**src/rtl/bitblade_slice_sequencer.sv**
```systemverilog
// Slice sequencer for a 2x2-bit multiplier slice.
// Steps every act/wgt slice pair and shift-accumulates the products.
module bitblade_slice_sequencer #(
    parameter int ACC_W = 24
) (
    input  logic             clk,
    input  logic             rst,
    input  logic             in_valid,
    output logic             in_ready,
    input  logic [7:0]       act,
    input  logic [7:0]       wgt,
    input  logic [1:0]       prec_i,
    input  logic [1:0]       prec_w,
    input  logic             signed_i,
    input  logic             signed_w,
    input  logic             last,
    output logic [1:0]       mul_a,
    output logic [1:0]       mul_b,
    output logic             mul_sign_i,
    output logic             mul_sign_w,
    input  logic [5:0]       mul_p,
    output logic             out_valid,
    input  logic             out_ready,
    output logic [ACC_W-1:0] out_acc,
    output logic             busy
);

    typedef enum logic [1:0] {
        IDLE = 2'd0,
        RUN  = 2'd1,
        DONE = 2'd2
    } state_t;

    state_t           state_q;
    logic [7:0]       act_q;
    logic [7:0]       wgt_q;
    logic [1:0]       ni_q;
    logic [1:0]       nw_q;
    logic             si_q;
    logic             sw_q;
    logic             last_q;
    logic [1:0]       i_q;
    logic [1:0]       j_q;
    logic [ACC_W-1:0] acc_q;

    logic [ACC_W-1:0] acc_d;
    logic [ACC_W-1:0] pext;
    logic [4:0]       shamt;
    logic             run;
    logic             last_pair;

    assign run       = (state_q == RUN);
    assign last_pair = (i_q == ni_q) && (j_q == nw_q);

    assign in_ready  = (state_q == IDLE);
    assign busy      = (state_q != IDLE);
    assign out_valid = (state_q == DONE);
    assign out_acc   = out_valid ? acc_q : '0;

    // Slice selection and sign controls toward the multiplier; idle when not running.
    always_comb begin
        mul_a      = 2'b00;
        mul_b      = 2'b00;
        mul_sign_i = 1'b0;
        mul_sign_w = 1'b0;
        if (run) begin
            mul_a      = act_q[{i_q, 1'b0} +: 2];
            mul_b      = wgt_q[{j_q, 1'b0} +: 2];
            mul_sign_i = si_q & (i_q == ni_q);
            mul_sign_w = sw_q & (j_q == nw_q);
        end
    end

    // Sign-extend the slice product and weight it by 4^(i+j).
    always_comb begin
        shamt = {({1'b0, i_q} + {1'b0, j_q}), 1'b0};
        pext  = {{(ACC_W-6){mul_p[5]}}, mul_p};
        acc_d = acc_q + (pext << shamt);
    end

    // Control FSM: latch item, walk slice pairs (j inner), hold result until taken.
    always_ff @(posedge clk or posedge rst) begin
        if (rst) begin
            state_q <= IDLE;
            act_q   <= '0;
            wgt_q   <= '0;
            ni_q    <= '0;
            nw_q    <= '0;
            si_q    <= 1'b0;
            sw_q    <= 1'b0;
            last_q  <= 1'b0;
            i_q     <= '0;
            j_q     <= '0;
            acc_q   <= '0;
        end else begin
            unique case (state_q)
                IDLE: begin
                    if (in_valid) begin
                        act_q   <= act;
                        wgt_q   <= wgt;
                        ni_q    <= prec_i;
                        nw_q    <= prec_w;
                        si_q    <= signed_i;
                        sw_q    <= signed_w;
                        last_q  <= last;
                        i_q     <= '0;
                        j_q     <= '0;
                        state_q <= RUN;
                    end
                end
                RUN: begin
                    acc_q <= acc_d;
                    if (j_q == nw_q) begin
                        j_q <= '0;
                        if (last_pair) begin
                            i_q     <= '0;
                            state_q <= last_q ? DONE : IDLE;
                        end else begin
                            i_q <= i_q + 2'd1;
                        end
                    end else begin
                        j_q <= j_q + 2'd1;
                    end
                end
                DONE: begin
                    if (out_ready) begin
                        acc_q   <= '0;
                        state_q <= IDLE;
                    end
                end
                default: state_q <= IDLE;
            endcase
        end
    end

endmodule

```
**config.mk**
```make
export PLATFORM = sky130hd
export DESIGN_NAME = bitblade_slice_sequencer
export DESIGN_NICKNAME = d
export VERILOG_FILES = /design/src/rtl/bitblade_slice_sequencer.sv
export SDC_FILE = /design/constraint.sdc
export NUM_CORES = 1
export LEC_CHECK = 0
export CAP_MARGIN = 20
export CORE_AREA = 3 3 112 114
export DETAILED_ROUTE_END_ITERATION = 8
export DIE_AREA = 0 0 115 117
export GPL_TIMING_DRIVEN = 0
export PLACE_DENSITY = 0.57
export SETUP_SLACK_MARGIN = 0.15
export SLEW_MARGIN = 20
export SYNTH_ARGS = -nofsm -noshare
export SYNTH_HDL_FRONTEND = slang
export SYNTH_SLANG_ARGS = --single-unit
export TNS_END_PERCENT = 30
```
**constraint.sdc**
```tcl
create_clock -name clk -period 5.7 [get_ports clk]
set_input_delay 0.57 -clock clk [delete_from_list [all_inputs] [get_ports clk]]
set_output_delay 0.57 -clock clk [all_outputs]
set_load 0.005 [all_outputs]
```
# --- Word-level counts from Yosys, hierarchy flattened ---
# Index checks and enable logic that the tools add are counted.
totals:
  in_bits: 33
  out_inout_bits: 33
  word_cells: 57
  reg_bits: 53
classes:
  n_eq_ne: 8
  n_bitwise: 2
  shift: 3
  reduce_logical: 10
  add_sub_neg: 4
  mux: 19
op_table:
  columns: ["cell", "n"]
  rows:
  - ["2-to-1 mux 24 bit", 2]
  - ["case mux 24 bit (2 select lines)", 1]
  - ["adder 24 bit", 1]
  - ["left shift 24 x 4 -> 24 bit", 1]
  - ["2-to-1 mux 2 bit", 11]
  - ["variable part select 8 x 4 -> 2 bit", 2]
  - ["case mux 2 bit (2 select lines)", 2]
  - ["!= test 2 x 1 -> 1 bit (second input constant)", 3]
  - ["case mux 2 bit (3 select lines)", 1]
  - ["AND reduction 2 bit", 3]
  - ["nonzero test 2 bit", 3]
  - ["adder 2 x 1 -> 2 bit (second input constant)", 2]
  - ["equality test 2 bit", 2]
  - ["AND reduction 4 bit", 1]
  - ["adder 2 x 2 -> 3 bit", 1]
  - ["AND reduction 3 bit", 1]
  - ["bitwise AND 1 bit", 2]
  - ["equality test 2 x 1 -> 1 bit (second input constant)", 1]
  - ["equality test 2 bit (second input constant)", 1]
  - ["logical NOT 2 bit", 1]
  - ["2-to-1 mux 1 bit", 2]
  - ["!= test 2 bit (second input constant)", 1]
  - ["logical AND 1 bit", 1]

# --- Longest topological paths before layout ---
# Gate-level depths: netlist of the first run.
depth:
  depth_word: 5
  depth_mapped: 16
  depth_no_buf: 15

# --- Least setup slack after synthesis of the first run ---
# Ideal clock, no wire load.
synth_timing:
  kind: "flip-flop to flip-flop"
  startpoint: "register i_q[1]"
  endpoint: "register acc_q[18]"
  setup_ns: 0.121
  path_buffers: 2
  required_time_ns: 5.579
  stages_incl_launch_ff: 16
  period_less_slack_ns: 3.536
  setup_slack_ns: 2.164
  arrival_time_ns: 3.415
  path_cell_list: "dfrtp_1 inv_1 fa_1 clkbuf_1 clkbuf_1 nand2_1 nor2_1 ha_1 fa_1 a21o_1 nand3_1 a31o_1 o32ai_2 a31oi_1 xnor2_1 a22o_1"
synth_via:
  elab_chain_cells: 4
synth_rtl:
  columns: ["item", "line_no", "rtl"]
  rows:
  - ["start, declared", "42", "logic [1:0] i_q;"]
  - ["start signal, assigned", "119", "i_q <= i_q + 2'd1;"]
  - ["adder 2 x 2 -> 3 bit", "76", "shamt = {({1'b0, i_q} + {1'b0, j_q}), 1'b0};"]
  - ["left shift 24 x 4 -> 24 bit", "78", "acc_d = acc_q + (pext << shamt);"]
  - ["adder 24 bit", "78", null]
  - ["case mux 24 bit (2 select lines)", "96", "unique case (state_q)"]
  - ["end signal, assigned", "94", "acc_q <= '0;"]
  - ["end signal, assigned", "112", "acc_q <= acc_d;"]
  - ["end signal, assigned", "127", "acc_q <= '0;"]
  - ["end, declared", "44", "logic [ACC_W-1:0] acc_q;"]
# No other way between the ends.
# A chain may end at the register's enable or synchronous reset.

# --- Final worst setup path of the first run ---
# Same ends and word-level chain as after synthesis.

==> results.toml, run 1 <==
[grt]
antenna_found_initial = 0
track_usage_pct = 15.9
grt_pass1_vias = 3441
grt_pass1_wl_mm = 17.0
grt_max_degree = 54
overflow = 0

[synthesis]
seq_area_frac_synth_pct = 34.8
async_flop_share_pct = 100
syn-num-nets = 460
yosysWarnings = 0
yosys_most_used_dff = "dfrtp_1"
ys_seq_elements = 53
synth_top_area_share_pct = 34.8
synth_edf_count = 0
synth.area.top_cells = "dfrtp_1 (35%), ha_1 (7.9%), mux2_2 (7.1%), a22o_1 (5.5%), and2_1 (4.9%)"
ys_types = 53
yosys.area.top_type = "dfrtp_1"
synth.avg_cell_area_um2 = 9.51
postSynthCellCount = 401
syn_area_um2 = 3810

[layout]
final_common_cell = "clkdlybuf4s50_1"
final_cell_mix = "clkdlybuf4s50_1 (65), dfrtp_1 (53), and2_1 (30)"
fin_nets = 532
syn2layout_area_growth_pct = 25.9
antenna_cells = 0
utilization_pct = 41.7
fillers = 1173
drive_above_1_share_pct = 10.5

[detailed_routing]
wirelength_mm = 10.2
wl_per_cell_um = 16.5
ant_nets = 0
vias = 3245
viasPerCell = 5.26
first_iter_violations = 85
firstDrtPassIters = 4
post-route-drc-count = 0

[place]
gp_congestion = 0.896
post-dp-hpwl_mm = 7.89
portBuffers = 65

[power]
p_leak_nw = 2.06
clkPwrFrac_pct = 9.1
irDropWorstVdd_v = 0.000244
p_sw_share_pct = 46.4
p_switching_mw = 1.66
seqPwrFrac_pct = 20.1
p_int_mw = 1.92
power_frac_comb_pct = 70.8
p_per_area_nw_per_um2 = 746

[critical_path]
crit_path_end_kind = "flop"
crit_fanout = 10
cp_data_arrival_time_ps = 4410
start_kind = "flop"
cp.required_ps = 5900
path_class = "flop to flop"

[sta]
drv_slew = 0
tightest_slew_ps = 669
finalCritPeriodShare_pct = 73.9
fin_skew_ps = 8.05
final_hold_viol_count = 0
finalSetupTns_ps = 0
min_period_ps = 4210
whs_ps = 507
grt_setup_unrepaired = "no"
setup_violations = 0
slew_headroom_pct = 55.4
max_freq_ghz = 0.237

[floorplan]
ios = 66
dieArea_um2 = 13500
fp.dieW_um = 115
initial_core_util_pct = 33.1
coreArea_um2 = 11500
core.rowCount = 39
die_y_um = 117

[clock_network]
clock-sinks = 53
postCtsSetupBuffers = 0
clockRootBuffer = "clkbuf_16"
cts_hold_buf = 0
clockBufferDepth = 2
path_clk_slew_ps = 80
cts_buffers = 5
cts_tree = "built"
worstSkewPairLatency_ps = 300
htreeDepth = 2
cts.repair.resized = 0

[flow_run]
cap_violations = 0

[worst_hold_path]
hold_path.class = "flop to flop"

[status]
status = "finished clean"
[cell families (layout without fill, tap and decap cells)]
kind of cell,after synthesis,in the layout,share of synthesized area [%]
xor+xnor,24,24,5.51
flops,53,53,34.8
fa+ha+maj,26,26,8.92
mux,32,32,10.5
compound gates,121,121,22.2
buf+inv,33,106,3.35
simple gates,112,112,14.7
[registers in the layout (all words and copies together) (netlist names)]
signal   flops
acc_q       24
act_q        8
i_q          2
j_q          2
last_q       1
ni_q         2
nw_q         2
si_q         1
state_q      2
sw_q         1
wgt_q        8
[critical path: stages, from the launching register on]
cell and delay (ps):
dfrtp_1 450, inv_1 120, fa_1 550, clkbuf_1 290, clkbuf_1 360, nand2_1 180
nor2_1 160, ha_1 210, fa_1 230, a21o_1 150, nand3_1 120, a31o_1 310
o32ai_2 440, a31oi_1 190, xnor2_1 160, a22o_1 170
[cell usage after synthesis, types with 11 or more instances]
cell type,number
mux2_2,24
clkbuf_1,17
a22o_1,24
ha_1,24
o21ai_0,26
xnor2_1,13
nor2_1,26
a21oi_1,27
xor2_1,11
nand2_1,29
dfrtp_1,53
inv_1,13
and2_1,30
[area by class of cell]
| cell class | count | area, µm² | area share, % |
|---|---|---|---|
| inverter | 13 | 51.3 | 1.07 |
| clock inverter | 3 | 28.8 | 0.600 |
| multi-input combinational | 315 | 2360 | 49.2 |
| clock buffer | 5 | 125 | 2.61 |
| timing repair buffer | 65 | 651 | 13.6 |
| buffer | 20 | 78.8 | 1.64 |
| tap | 143 | 179 | 3.73 |
| sequential | 53 | 1330 | 27.6 |
[power by group through the flow]
stage	sequential [mW]	combinational [mW]	clock, mW
floorplan	0.682	1.92	0
global placement	0.724	2.50	0
detailed placement	0.733	2.52	0
CTS	0.725	2.54	0.334
global route	0.750	2.83	0.355
finish	0.720	2.54	0.326
[metrics by stage]
stage / power (mW) / setup slack, ps / cell area, µm² / std cells
4_1_cts: 3.60 / 1480 / 4800 / 617
5_1_grt: 3.94 / 1120 / 4800 / 617
2_1_floorplan: 2.60 / 2160 / 3810 / 401
3_3_place_gp: 3.23 / 1510 / 4640 / 609
3_5_place_dp: 3.26 / 1530 / 4650 / 609
6_report: 3.58 / 1490 / 4800 / 617
[path summary, 6_finish.rpt]
kind | startpoint | endpoint | slack (ps) | cells after the start
max | i_q[1] | acc_q[18] | 1490 | 15
min reg2reg | si_q | si_q | 510 | 1
min in group asynchronous | rst | acc_q[22] | 730 | 2
min | si_q | si_q | 510 | 1
max reg2reg | i_q[1] | acc_q[18] | 1490 | 15
max in group asynchronous | rst | acc_q[2] | 4530 | 2
[layer usage]
layer,global-route usage [%],share of wire [%]
met3,2.93,4.2
met1,20.2,46
met4,4.62,2.0
met5,0,0
met2,27.5,48
Note: power is estimated with default switching activity, not from simulation.
==> run 2, diff against run 1 <==
PLACE_DENSITY = 0.59   (was 0.57)
clock period = 3.5 ns   (was 5.7 ns; I/O delays follow)
==> run 2 against run 1 <==
Sequential share of layout area fell by 3.4 points. Via count grew 5.1%. Largest cell class unchanged. Flip-flop and latch count is the same. Critical endpoint is now acc_q[21]. Clock skew barely moved. Die area unchanged. Count of clock-buffer cells in the layout stayed put. Routed wire length increased by 8.0%. Setup slack lost 1400 ps. Fmax is 24% higher. Core utilization is 5.9 points higher. Cell count grew 4.5%. First-iteration DRC count rose by 64%.
==> results.toml, run 2 (same netlist as run 1, synthesis figures left out) <==
[clock_network]
cts_buffers = 5
htreeDepth = 2
clock-sinks = 53
cts_tree = "built"
clockRootBuffer = "clkbuf_16"
worstSkewPairLatency_ps = 300
clockBufferDepth = 2
path_clk_slew_ps = 80

[sta]
min_period_ps = 3400
max_freq_ghz = 0.294
fin_skew_ps = 7.87
drv_slew = 0
finalCritPeriodShare_pct = 97.2
grt_setup_unrepaired = "yes"
final_hold_viol_count = 0
setup_violations = 0
fin_ws_ps = 99.1
tightest_slew_ps = 684
slew_headroom_pct = 54.4

[critical_path]
cp_data_arrival_time_ps = 3590
cp.required_ps = 3690
r2r_slack_ps = 100
crit_path_end_kind = "flop"
path_class = "flop to flop"
crit_fanout = 5
start_kind = "flop"

[layout]
antenna_cells = 0
largest_reg_flops = 24
fin_nets = 560
final_cell_mix = "clkdlybuf4s50_1 (65), dfrtp_1 (51), and2_1 (30)"
utilization_pct = 47.5
fillers = 1095
drive_above_1_share_pct = 29.1
syn2layout_area_growth_pct = 43.5
reg.largest.list = "acc_q x24, act_q x8, wgt_q x8"
largest-register = "acc_q"
final_common_cell = "clkdlybuf4s50_1"

[place]
post-dp-hpwl_mm = 7.90
pre_cts_ws_ps = -422
portBuffers = 65
gp_congestion = 0.902

[grt]
grt_max_degree = 54
grt_pass1_vias = 3672
grt_pass1_wl_mm = 18.3
antenna_found_initial = 0
track_usage_pct = 17.1
overflow = 0

[floorplan]
ios = 66
coreArea_um2 = 11500
die_y_um = 117
core.rowCount = 39
fp.dieW_um = 115
initial_core_util_pct = 33.1
dieArea_um2 = 13500

[detailed_routing]
ant_nets = 0
wirelength_mm = 11.0
vias = 3409
firstDrtPassIters = 4
wl_per_cell_um = 17.0
viasPerCell = 5.29
first_iter_violations = 139
post-route-drc-count = 0

[worst_hold_path]
hold_path.class = "input port to asynchronous set/reset pin"

[status]
status = "finished clean"

[flow_run]
cap_violations = 0
==> run 2: cell types whose count changed in the layout (fill, tap and decap cells not counted), moves of 8 or more <==
cell     before  now
ha_1         24    9
o21ai_0      26   16
ha_2          0    8
nor2_1       26   17
buf_4         0   27
a21oi_1      27   16
a21oi_2       0   10
==> run 2: worst paths after layout <==
path	cells after the start	from	to
worst min-delay path	2	rst	wgt_q[2]
worst min register to register	1	act_q[3]	act_q[3]
min in group clk	1	act_q[3]	act_q[3]
worst max-delay path	15	j_q[0]	acc_q[21]
max in group asynchronous	2	rst	j_q[1]
worst max register to register	15	j_q[0]	acc_q[21]
==> run 2: area by class of cell <==
type                    count  area [µm²]  share of cell area [%]
plain buffers              20         119                    2.17
clock buffers               5         125                    2.29
clock inverters             3        28.8                   0.526
inverters                  13        51.3                   0.937
multi-input cells         315        2770                    50.6
flip-flops and latches     53        1330                    24.3
well taps                 143         179                    3.27
repair buffers             93         873                    16.0
==> run 2: critical path, stage by stage, from the launching register on <==
cell and delay (ps):
dfrtp_1 390, ha_2 180, inv_2 50, fa_2 450, buf_4 150, clkbuf_8 130, o21ai_0 170, a22o_1 200
ha_2 320, a21oi_2 200, o21ai_0 100, a31oi_1 260, o41ai_4 170, a41oi_2 240, xnor2_1 100, a22o_1 180
==> run 2: through the flow <==
step / setup TNS, ps / cells / area [µm²] / hold slack [ps]
global route: -28.3 / 645 / 5470 / 527
floorplan: 0 / 401 / 3820 / 472
finish: 0 / 645 / 5470 / 508
CTS: 0 / 644 / 5390 / 512
detailed placement: -3180 / 609 / 4650 / 495
global placement: -2340 / 609 / 4650 / 485
==> run 2: repair_timing <==
item / 4_1_cts / 5_1_grt
setup buffers: 25 / 1
pin swaps: 36 / 10
resized for setup: 87 / 21
hold endpoints to repair: 0 / 0
cloned: 2 / 0
endpoints found under the setup margin: 18 / 12
hold buffers: 0 / 0
==> run 2: metal layers <==
layer / part of all wire [%] / vias to the layer above / GRT usage [%]
met5: 0 / - / 0
met1: 47 / 1665 / 23.1
met4: 2.7 / 0 / 6.10
li1: - / 1657 / -
met3: 2.8 / 20 / 2.11
met2: 48 / 67 / 28.4
Power of run 2 is left out: the tool's default activity adds up to more than one toggle a clock period on the data nets, which glitch-free logic cannot reach.
